$ cat config.mk
export PLATFORM = sky130hd
export DESIGN_NAME = aes_ctrl_flat
export DESIGN_NICKNAME = d
export VERILOG_FILES = /design/src/rtl/aes_pkg.sv /design/src/rtl/aes_ctrl_if.sv /design/src/rtl/sync2.sv /design/src/rtl/aes_ctrl.sv /design/src/flat_wrapper.sv
export SDC_FILE = /design/constraint.sdc
export NUM_CORES = 1
export LEC_CHECK = 0
export CAP_MARGIN = 20
export CORE_UTILIZATION = 30
export DETAILED_ROUTE_END_ITERATION = 6
export GPL_TIMING_DRIVEN = 0
export PLACE_DENSITY = 0.59
export SYNTH_ARGS = -nofsm -noshare
export SYNTH_HDL_FRONTEND = slang
export SYNTH_SLANG_ARGS = --single-unit
$ cat constraint.sdc
create_clock -name clk -period 2.75 [get_ports clk]
set_clock_uncertainty 0.1 [all_clocks]
set_input_delay 0.275 -clock clk [delete_from_list [all_inputs] [get_ports clk]]
set_output_delay 0.275 -clock clk [all_outputs]
set_load 0.05 [all_outputs]
$ cat src/rtl/aes_pkg.sv
// Shared types and helpers for the AES accelerator control path.
package aes_pkg;

    typedef enum logic [2:0] {
        ST_IDLE,
        ST_LOAD,
        ST_CAPTURE,
        ST_ROUND,
        ST_FINISH,
        ST_DONE
    } ctrl_state_t;

    localparam logic [7:0] RCON_INIT = 8'h01;

    function automatic int unsigned nr_of(input int unsigned k);
        case (k)
            192:     return 12;
            256:     return 14;
            default: return 10;
        endcase
    endfunction

    // Multiply by x in GF(2^8) with the AES reduction polynomial.
    function automatic logic [7:0] xtime(input logic [7:0] b);
        return {b[6:0], 1'b0} ^ (b[7] ? 8'h1b : 8'h00);
    endfunction

endpackage

$ cat src/rtl/aes_ctrl_if.sv
// Load strobe in, round-sequencing controls out, between controller and AES core/SPI block.
interface aes_ctrl_if;
    logic       load;
    logic       capture;
    logic       round_en;
    logic [3:0] round;
    logic [7:0] rcon;
    logic       first_round;
    logic       last_round;
    logic       out_we;
    logic       done;
    logic       abort;

    modport master (
        input  load,
        output capture, round_en, round, rcon, first_round, last_round, out_we, done, abort
    );

    modport slave (
        output load,
        input  capture, round_en, round, rcon, first_round, last_round, out_we, done, abort
    );
endinterface

$ cat src/rtl/sync2.sv
// Two-flop synchronizer for slow control signals entering the clk domain.
module sync2 #(
    parameter int WIDTH = 1
) (
    input  logic             clk,
    input  logic             rst_n,
    input  logic [WIDTH-1:0] d_i,
    output logic [WIDTH-1:0] q_o
);
    logic [WIDTH-1:0] meta_q;
    logic [WIDTH-1:0] sync_q;

    always_ff @(posedge clk or negedge rst_n) begin
        if (!rst_n) begin
            meta_q <= '0;
            sync_q <= '0;
        end else begin
            meta_q <= d_i;
            sync_q <= meta_q;
        end
    end

    assign q_o = sync_q;
endmodule

$ cat src/rtl/aes_ctrl.sv
// AES round sequencer: synchronizes load, walks capture/rounds/finish and reports done.
module aes_ctrl
    import aes_pkg::*;
#(
    parameter int K = 128
) (
    input  logic       clk,
    input  logic       rst_n,
    aes_ctrl_if.master bus
);
    localparam logic [3:0] NR = 4'(nr_of(K));

    logic        load_s;
    logic        load_prev_q;
    logic        load_rise;
    logic        load_fall;
    ctrl_state_t state_q, state_d;
    logic [3:0]  round_q, round_d;
    logic [7:0]  rcon_q, rcon_d;
    logic        capture_q, capture_d;
    logic        round_en_q, round_en_d;
    logic        first_q, first_d;
    logic        last_q, last_d;
    logic        out_we_q, out_we_d;
    logic        done_q, done_d;
    logic        abort_q, abort_d;

    sync2 #(.WIDTH(1)) u_load_sync (
        .clk  (clk),
        .rst_n(rst_n),
        .d_i  (bus.load),
        .q_o  (load_s)
    );

    assign load_rise = load_s & ~load_prev_q;
    assign load_fall = ~load_s & load_prev_q;

    // Outputs are computed for the next state so every one leaves a flop.
    always_comb begin
        state_d    = state_q;
        round_d    = '0;
        rcon_d     = RCON_INIT;
        capture_d  = 1'b0;
        round_en_d = 1'b0;
        first_d    = 1'b0;
        last_d     = 1'b0;
        out_we_d   = 1'b0;
        abort_d    = 1'b0;
        case (state_q)
            ST_IDLE: begin
                if (load_rise) state_d = ST_LOAD;
            end
            ST_LOAD: begin
                if (load_fall) begin
                    state_d   = ST_CAPTURE;
                    capture_d = 1'b1;
                    first_d   = 1'b1;
                end
            end
            ST_CAPTURE: begin
                if (load_rise) begin
                    state_d = ST_LOAD;
                    abort_d = 1'b1;
                end else begin
                    state_d    = ST_ROUND;
                    round_en_d = 1'b1;
                    round_d    = 4'd1;
                    last_d     = (NR == 4'd1);
                end
            end
            ST_ROUND: begin
                if (load_rise) begin
                    state_d = ST_LOAD;
                    abort_d = 1'b1;
                end else if (round_q == NR) begin
                    state_d  = ST_FINISH;
                    out_we_d = 1'b1;
                end else begin
                    round_en_d = 1'b1;
                    round_d    = round_q + 4'd1;
                    rcon_d     = xtime(rcon_q);
                    last_d     = (round_q + 4'd1 == NR);
                end
            end
            ST_FINISH: begin
                if (load_rise) begin
                    state_d = ST_LOAD;
                    abort_d = 1'b1;
                end else begin
                    state_d = ST_DONE;
                end
            end
            ST_DONE: begin
                if (load_rise) state_d = ST_LOAD;
            end
            default: state_d = ST_IDLE;
        endcase
        done_d = (state_d == ST_DONE);
    end

    always_ff @(posedge clk or negedge rst_n) begin
        if (!rst_n) begin
            state_q     <= ST_IDLE;
            load_prev_q <= 1'b0;
            round_q     <= '0;
            rcon_q      <= RCON_INIT;
            capture_q   <= 1'b0;
            round_en_q  <= 1'b0;
            first_q     <= 1'b0;
            last_q      <= 1'b0;
            out_we_q    <= 1'b0;
            done_q      <= 1'b0;
            abort_q     <= 1'b0;
        end else begin
            state_q     <= state_d;
            load_prev_q <= load_s;
            round_q     <= round_d;
            rcon_q      <= rcon_d;
            capture_q   <= capture_d;
            round_en_q  <= round_en_d;
            first_q     <= first_d;
            last_q      <= last_d;
            out_we_q    <= out_we_d;
            done_q      <= done_d;
            abort_q     <= abort_d;
        end
    end

    assign bus.capture     = capture_q;
    assign bus.round_en    = round_en_q;
    assign bus.round       = round_q;
    assign bus.rcon        = rcon_q;
    assign bus.first_round = first_q;
    assign bus.last_round  = last_q;
    assign bus.out_we      = out_we_q;
    assign bus.done        = done_q;
    assign bus.abort       = abort_q;
endmodule

$ cat src/flat_wrapper.sv
// flat-port wrapper written by rule: the top's interface ports become plain ports
module aes_ctrl_flat import aes_pkg::*;
#(
    parameter int K = 128
)
  (clk, rst_n, bus_load, bus_capture, bus_round_en, bus_round, bus_rcon, bus_first_round, bus_last_round, bus_out_we, bus_done, bus_abort);
  aes_ctrl_if bus_i ();
  input  logic clk;
  input  logic rst_n;
  input wire logic [$bits(bus_i.load)-1:0] bus_load;
  output wire logic [$bits(bus_i.capture)-1:0] bus_capture;
  output wire logic [$bits(bus_i.round_en)-1:0] bus_round_en;
  output wire logic [$bits(bus_i.round)-1:0] bus_round;
  output wire logic [$bits(bus_i.rcon)-1:0] bus_rcon;
  output wire logic [$bits(bus_i.first_round)-1:0] bus_first_round;
  output wire logic [$bits(bus_i.last_round)-1:0] bus_last_round;
  output wire logic [$bits(bus_i.out_we)-1:0] bus_out_we;
  output wire logic [$bits(bus_i.done)-1:0] bus_done;
  output wire logic [$bits(bus_i.abort)-1:0] bus_abort;
  assign bus_i.load = bus_load;
  assign bus_capture = bus_i.capture;
  assign bus_round_en = bus_i.round_en;
  assign bus_round = bus_i.round;
  assign bus_rcon = bus_i.rcon;
  assign bus_first_round = bus_i.first_round;
  assign bus_last_round = bus_i.last_round;
  assign bus_out_we = bus_i.out_we;
  assign bus_done = bus_i.done;
  assign bus_abort = bus_i.abort;
  aes_ctrl #(.K(K)) u_core (.clk(clk), .rst_n(rst_n), .bus(bus_i));
endmodule
[Word-level counts from Yosys, hierarchy flattened]
Cells that the tools add are included.
Storage, ports and cells
  register bits: 24
  latch bits: 0
  memory bits (writable): 0
  bits in read-only memories: 0
  bits of input ports: 3
  output and inout port bits: 19
  logic and storage cells: 58
  memories: 0
Cells by class
  add/subtract/negate cells: 1
  multipliers: 0
  divide/modulo/power cells: 0
  $lt $le $gt $ge: 0
  eq/ne operators: 8
  shift operators: 0
  mux-type cells: 29
  bitwise operators: 5
  reductions and logical operators: 3
Operators by type and width (count)
  $mux W8: 3
  $mux W3: 5
  $pmux W3 S5: 1
  $mux W1: 14
  $eq A3 B3 Y1 const B: 3
  $eq A4 B4 Y1 const B: 2
  $mux W4: 2
  $pmux W4 S2: 1
  $xor A8 B8 Y8: 1
  $eq A3 B2 Y1 const B: 2
  $mux W5: 1
  $add A4 B1 Y4 const B: 1
  $eq A3 B1 Y1 const B: 1
  $logic_not A3 Y1: 1
  $reduce_or A3 Y1: 1
  $and A1 B1 Y1: 2
  $mux W2: 1
  $not A1 Y1: 2
  $pmux W1 S2: 1
  $reduce_or A2 Y1: 1

[Depth between registers and ports, before layout]
  depth after elaboration: 5
  gate-level depth with buffers: 6
  mapped depth without buffers: 5

[By module]
From an unflattened synthesis, not the netlist that was laid out.
Second synthesis, totals
  cell total of the unflattened synthesis: 77
  area, all modules: 1004.7 µm²
By module, submodules not included
  aes_ctrl: instances 1, cells an instance 75, area an instance 954.7 µm², sequential area each 551.8 µm²
  sync2: instances 1, cells an instance 2, area an instance 50.0 µm², sequential area each 50.0 µm²

[Least setup slack after synthesis]
No wires, ideal clock.
  kind: flip-flop to flip-flop
  from: reg u_core.round_q[0] (netlist: u_core.bus.round[0])
  to: reg u_core.round_q[3] (netlist: u_core.bus.round[3])
  library setup time: 0.073 ns
  data arrival time: 1.568 ns
  path slack: 1.009 ns
  stages on the path, launching flop included: 7
  path buffers: 1
  clock period less this slack: 1.741 ns
  cells stage by stage: dfrtp_1 -> inv_1 -> ha_1 -> and3b_1 -> nand4b_4 -> buf_6 -> nor2_1
Between the ends
  word-level cells in the longest chain between the ends: 4
  elaborated cells on any way between the ends: 5
Ends and longest elaborated chain
  from (decl): RTL line aes_ctrl.sv:18  | logic [3:0] round_q, round_d;
  from (signal assigned): RTL line aes_ctrl.sv:117  | round_q <= round_d;
  $add A4 B1 Y4 / $eq A4 B4 Y1 (equally long branches): RTL line aes_ctrl.sv:80, aes_ctrl.sv:75
  $mux W4 *: RTL line aes_ctrl.sv:75  | end else if (round_q == NR) begin
  $mux W4 *: RTL line aes_ctrl.sv:72  | if (load_rise) begin
  $pmux W4 S2 *: RTL line aes_ctrl.sv:49  | case (state_q)
  named net u_core.round_d[3]: RTL line aes_ctrl.sv:18
Mark *: on every way through the listed nets, which the timed path passes. The rest lies on a longest branch.

[Worst setup path in the final report]
  from: reg u_core.rcon_q[0] (netlist: u_core.bus.rcon[0])
  to: out bus_rcon[0]
RTL lines
  from (decl): RTL line aes_ctrl.sv:19  | logic [7:0] rcon_q, rcon_d;
  from (signal assigned): RTL line aes_ctrl.sv:118  | rcon_q <= rcon_d;
  to (decl): RTL line flat_wrapper.sv:14  | output wire logic [$bits(bus_i.rcon)-1:0] bus_rcon;
No word-level cell between the ends.

==> flow_metrics.env <==
export IMPL_status="complete, no violations"
export IMPL_synthCells=81
export IMPL_layout_common_cells="dfrtp_1 (23), clkdlybuf4s50_1 (21), nor2_1 (13), inv_1 (7)"
export IMPL_arrival_ps=1670
export IMPL_rsz0062_at_grt="false"
export IMPL_tns_ps=0
export IMPL_io_buffer_count=21
export IMPL_drc_errors=0
export IMPL_crit_chain="clkdlybuf4s50_1"
export IMPL_path_buf_inv=1
export IMPL_cts_made_buffers=3
export IMPL_postCtsSetupBuffers=0
export IMPL_path_delay_family="buffers and inverters"
export IMPL_h_tree_depth=1
export IMPL_finalSetupViolations=0
export IMPL_area_growth_pct=34.3
export IMPL_ant_nets=0
export IMPL_reg2reg_depth=6
export IMPL_power_density_nw_per_um2=659
export IMPL_hold_viol_final=0
export IMPL_ys_seq_area_frac=0.621
export IMPL_power_leakage_uw=0.000562
export IMPL_clock_sinks=24
export IMPL_initial_core_util=0.318
export IMPL_drt_wl_total_um=1500
export IMPL_critPathCaptureType="primary output"
export IMPL_tightestPinTransition_ps=532
export IMPL_max_vdd_ir_drop_v=0.000516
export IMPL_synth_cell_types=28
export IMPL_routedWlPerCell_um=9.94
export IMPL_worst_setup_path_start_kind="flop"
export IMPL_r2r_setup_slack_ps=1180
export IMPL_die_x_um=58.9
export IMPL_coreArea_um2=3050
export IMPL_worstSetupPathType="flop to primary output"
export IMPL_ctsHoldBuffers=0
export IMPL_r2r_start="u_core.bus.round[0]"
export IMPL_grt_overflow_total=0
export IMPL_reg2reg_to="u_core.bus.round[2]"
export IMPL_slew_headroom=0.644
export IMPL_chipHeight_um=58.9
export IMPL_period_needed_ps=2040
export IMPL_syn_area_um2=970
export IMPL_io_pins=22
export IMPL_die_area_um2=3460
export IMPL_antenna_found_initial=0
export IMPL_dpl_worst_slack_ps=1060
export IMPL_worstSkewPairLatency_ps=310
export IMPL_hold_class="primary input to asynchronous set/reset pin"
export IMPL_fin_ws_ps=708
export IMPL_yosys_warnings=0
export IMPL_path_max_fanout=2
export IMPL_diodes=0
export IMPL_grt_max_degree=25
export IMPL_rows=20
export IMPL_worst_path_max_delay_cell="clkdlybuf4s50_1"
export IMPL_final_nets=114
export IMPL_final_common_cell="dfrtp_1"
export IMPL_cts_resized_gates=0
export IMPL_place_gp_congestion=0.700
export IMPL_clockBufferDepth=2
export IMPL_min_period_over_period=0.742
export IMPL_fmax_mhz=490
export IMPL_cp_data_required_time_ps=2380
export IMPL_crit_path_max_incr_delay_ps=790
export IMPL_drt_initial_drc_count=11
export IMPL_tritoncts="built"
export IMPL_num_vias=622
export IMPL_avgSynthCellArea_um2=12.0
export IMPL_drt_pass1_iter_count=4
export IMPL_path_clk_slew_ps=130
export IMPL_grt_pass1_wl_um=2710
export IMPL_fillerInstances=309
export IMPL_ys_seq_elements=24
export IMPL_grt_pass1_vias=609
export IMPL_synthesis_nets=87
export IMPL_drive_gt1_frac=0.121
export IMPL_grtUsageTotal=0.105
export IMPL_clock_root_buffer="clkbuf_4"
export IMPL_drv_slew=0
export IMPL_viasPerCell=4.12
export IMPL_max_cap_violations=0
==> cells in the mapped netlist (all sizes together) <==
| cell type | instances | area (um2) |
|---|---|---|
| and3 | 2 | 12.5 |
| or2 | 1 | 6.26 |
| clkbuf | 1 | 5.00 |
| inv | 7 | 26.3 |
| o21a | 1 | 7.51 |
| and3b | 1 | 8.76 |
| dfrtp | 23 | 576 |
| or2b | 1 | 8.76 |
| nand4b | 2 | 32.5 |
| o21ai | 2 | 10.0 |
| nor3b | 1 | 7.51 |
| nor3 | 2 | 10.0 |
| a21oi | 4 | 20.0 |
| and4 | 1 | 10.0 |
| nand3 | 2 | 10.0 |
| nand2b | 2 | 12.5 |
| buf | 2 | 18.8 |
| xor2 | 1 | 8.76 |
| dfstp | 1 | 26.3 |
| xnor2 | 4 | 35.0 |
| nor2 | 13 | 48.8 |
| a2bb2oi | 1 | 8.76 |
| and2b | 1 | 10.0 |
| nor4b | 1 | 8.76 |
| nand2 | 1 | 3.75 |
| ha | 3 | 37.5 |
==> worst max-delay path by stage <==
stage / from / cells past startpoint / to / slack (ps)
global route: u_core.bus.rcon[0] / 1 / bus_rcon[0] / 640
detailed placement: u_core.bus.rcon[0] / 1 / bus_rcon[0] / 1060
floorplan: u_core.bus.round[0] / 6 / u_core.bus.round[3] / 1010
global placement: rst_n / 1 / u_core.bus.round[2] / 1050
finish: u_core.bus.rcon[0] / 1 / bus_rcon[0] / 710
CTS: u_core.bus.rcon[0] / 1 / bus_rcon[0] / 690
==> where the power goes <==
part | switching, uW | internal (uW)
registers | 20.7 | 381
logic | 127 | 78.1
clock network | 105 | 147
==> per-stage QoR <==
step	cell area, um2	hold WS (ps)	util	power (uW)	cells
2_1_floorplan	970	-121	-	551	81
3_3_place_gp	1230	238	0.405	611	146
3_5_place_dp	1230	244	0.405	613	146
4_1_cts	1290	273	0.422	867	150
5_1_grt	1300	202	0.427	910	151
6_report	1300	191	0.427	859	151
==> metal layers <==
metal | part of all wire | track usage | vias up
met3 | 0.057 | 0.0484 | 0
met5 | 0 | 0 | -
met2 | 0.41 | 0.143 | 18
met4 | 0 | 0.0204 | 0
met1 | 0.53 | 0.155 | 291
li1 | - | - | 313
==> cell families (layout without fill, tap and decap cells) <==
family                     Yosys count  in the layout  synth area share
and+or+nand+nor                     31             31             0.196
DFF                                 24             24             0.621
buffers and inverters               10             36            0.0516
AOI/OAI and AO/OA                    8              8            0.0477
xor gates and xnor gates             5              5            0.0452
adders and majority gates            3              3            0.0387
==> registers in the layout, summed over array words and instances (netlist names) <==
| name | count |
|---|---|
| u_core.bus.rcon | 8 |
| u_core.bus.abort | 1 |
| u_core.bus.round_en | 1 |
| u_core.load_prev_q | 1 |
| u_core.bus.round | 4 |
| u_core.bus.done | 1 |
| u_core.u_load_sync.q_o | 1 |
| u_core.state_q | 3 |
| u_core.bus.out_we | 1 |
| u_core.u_load_sync.meta_q | 1 |
| u_core.bus.capture | 1 |
| u_core.bus.last_round | 1 |
==> layout make-up <==
cell class	count	area (um2)	share of cell area
timing repair buffer	22	225	0.173
inverter	7	26.3	0.0202
tap	44	55.1	0.0423
clock buffer	3	22.5	0.0173
multi-input combinational	47	318	0.244
buffer	3	23.8	0.0183
sequential	24	602	0.462
clock inverter	1	30.0	0.0231
Power figures use the tool's default switching activity.
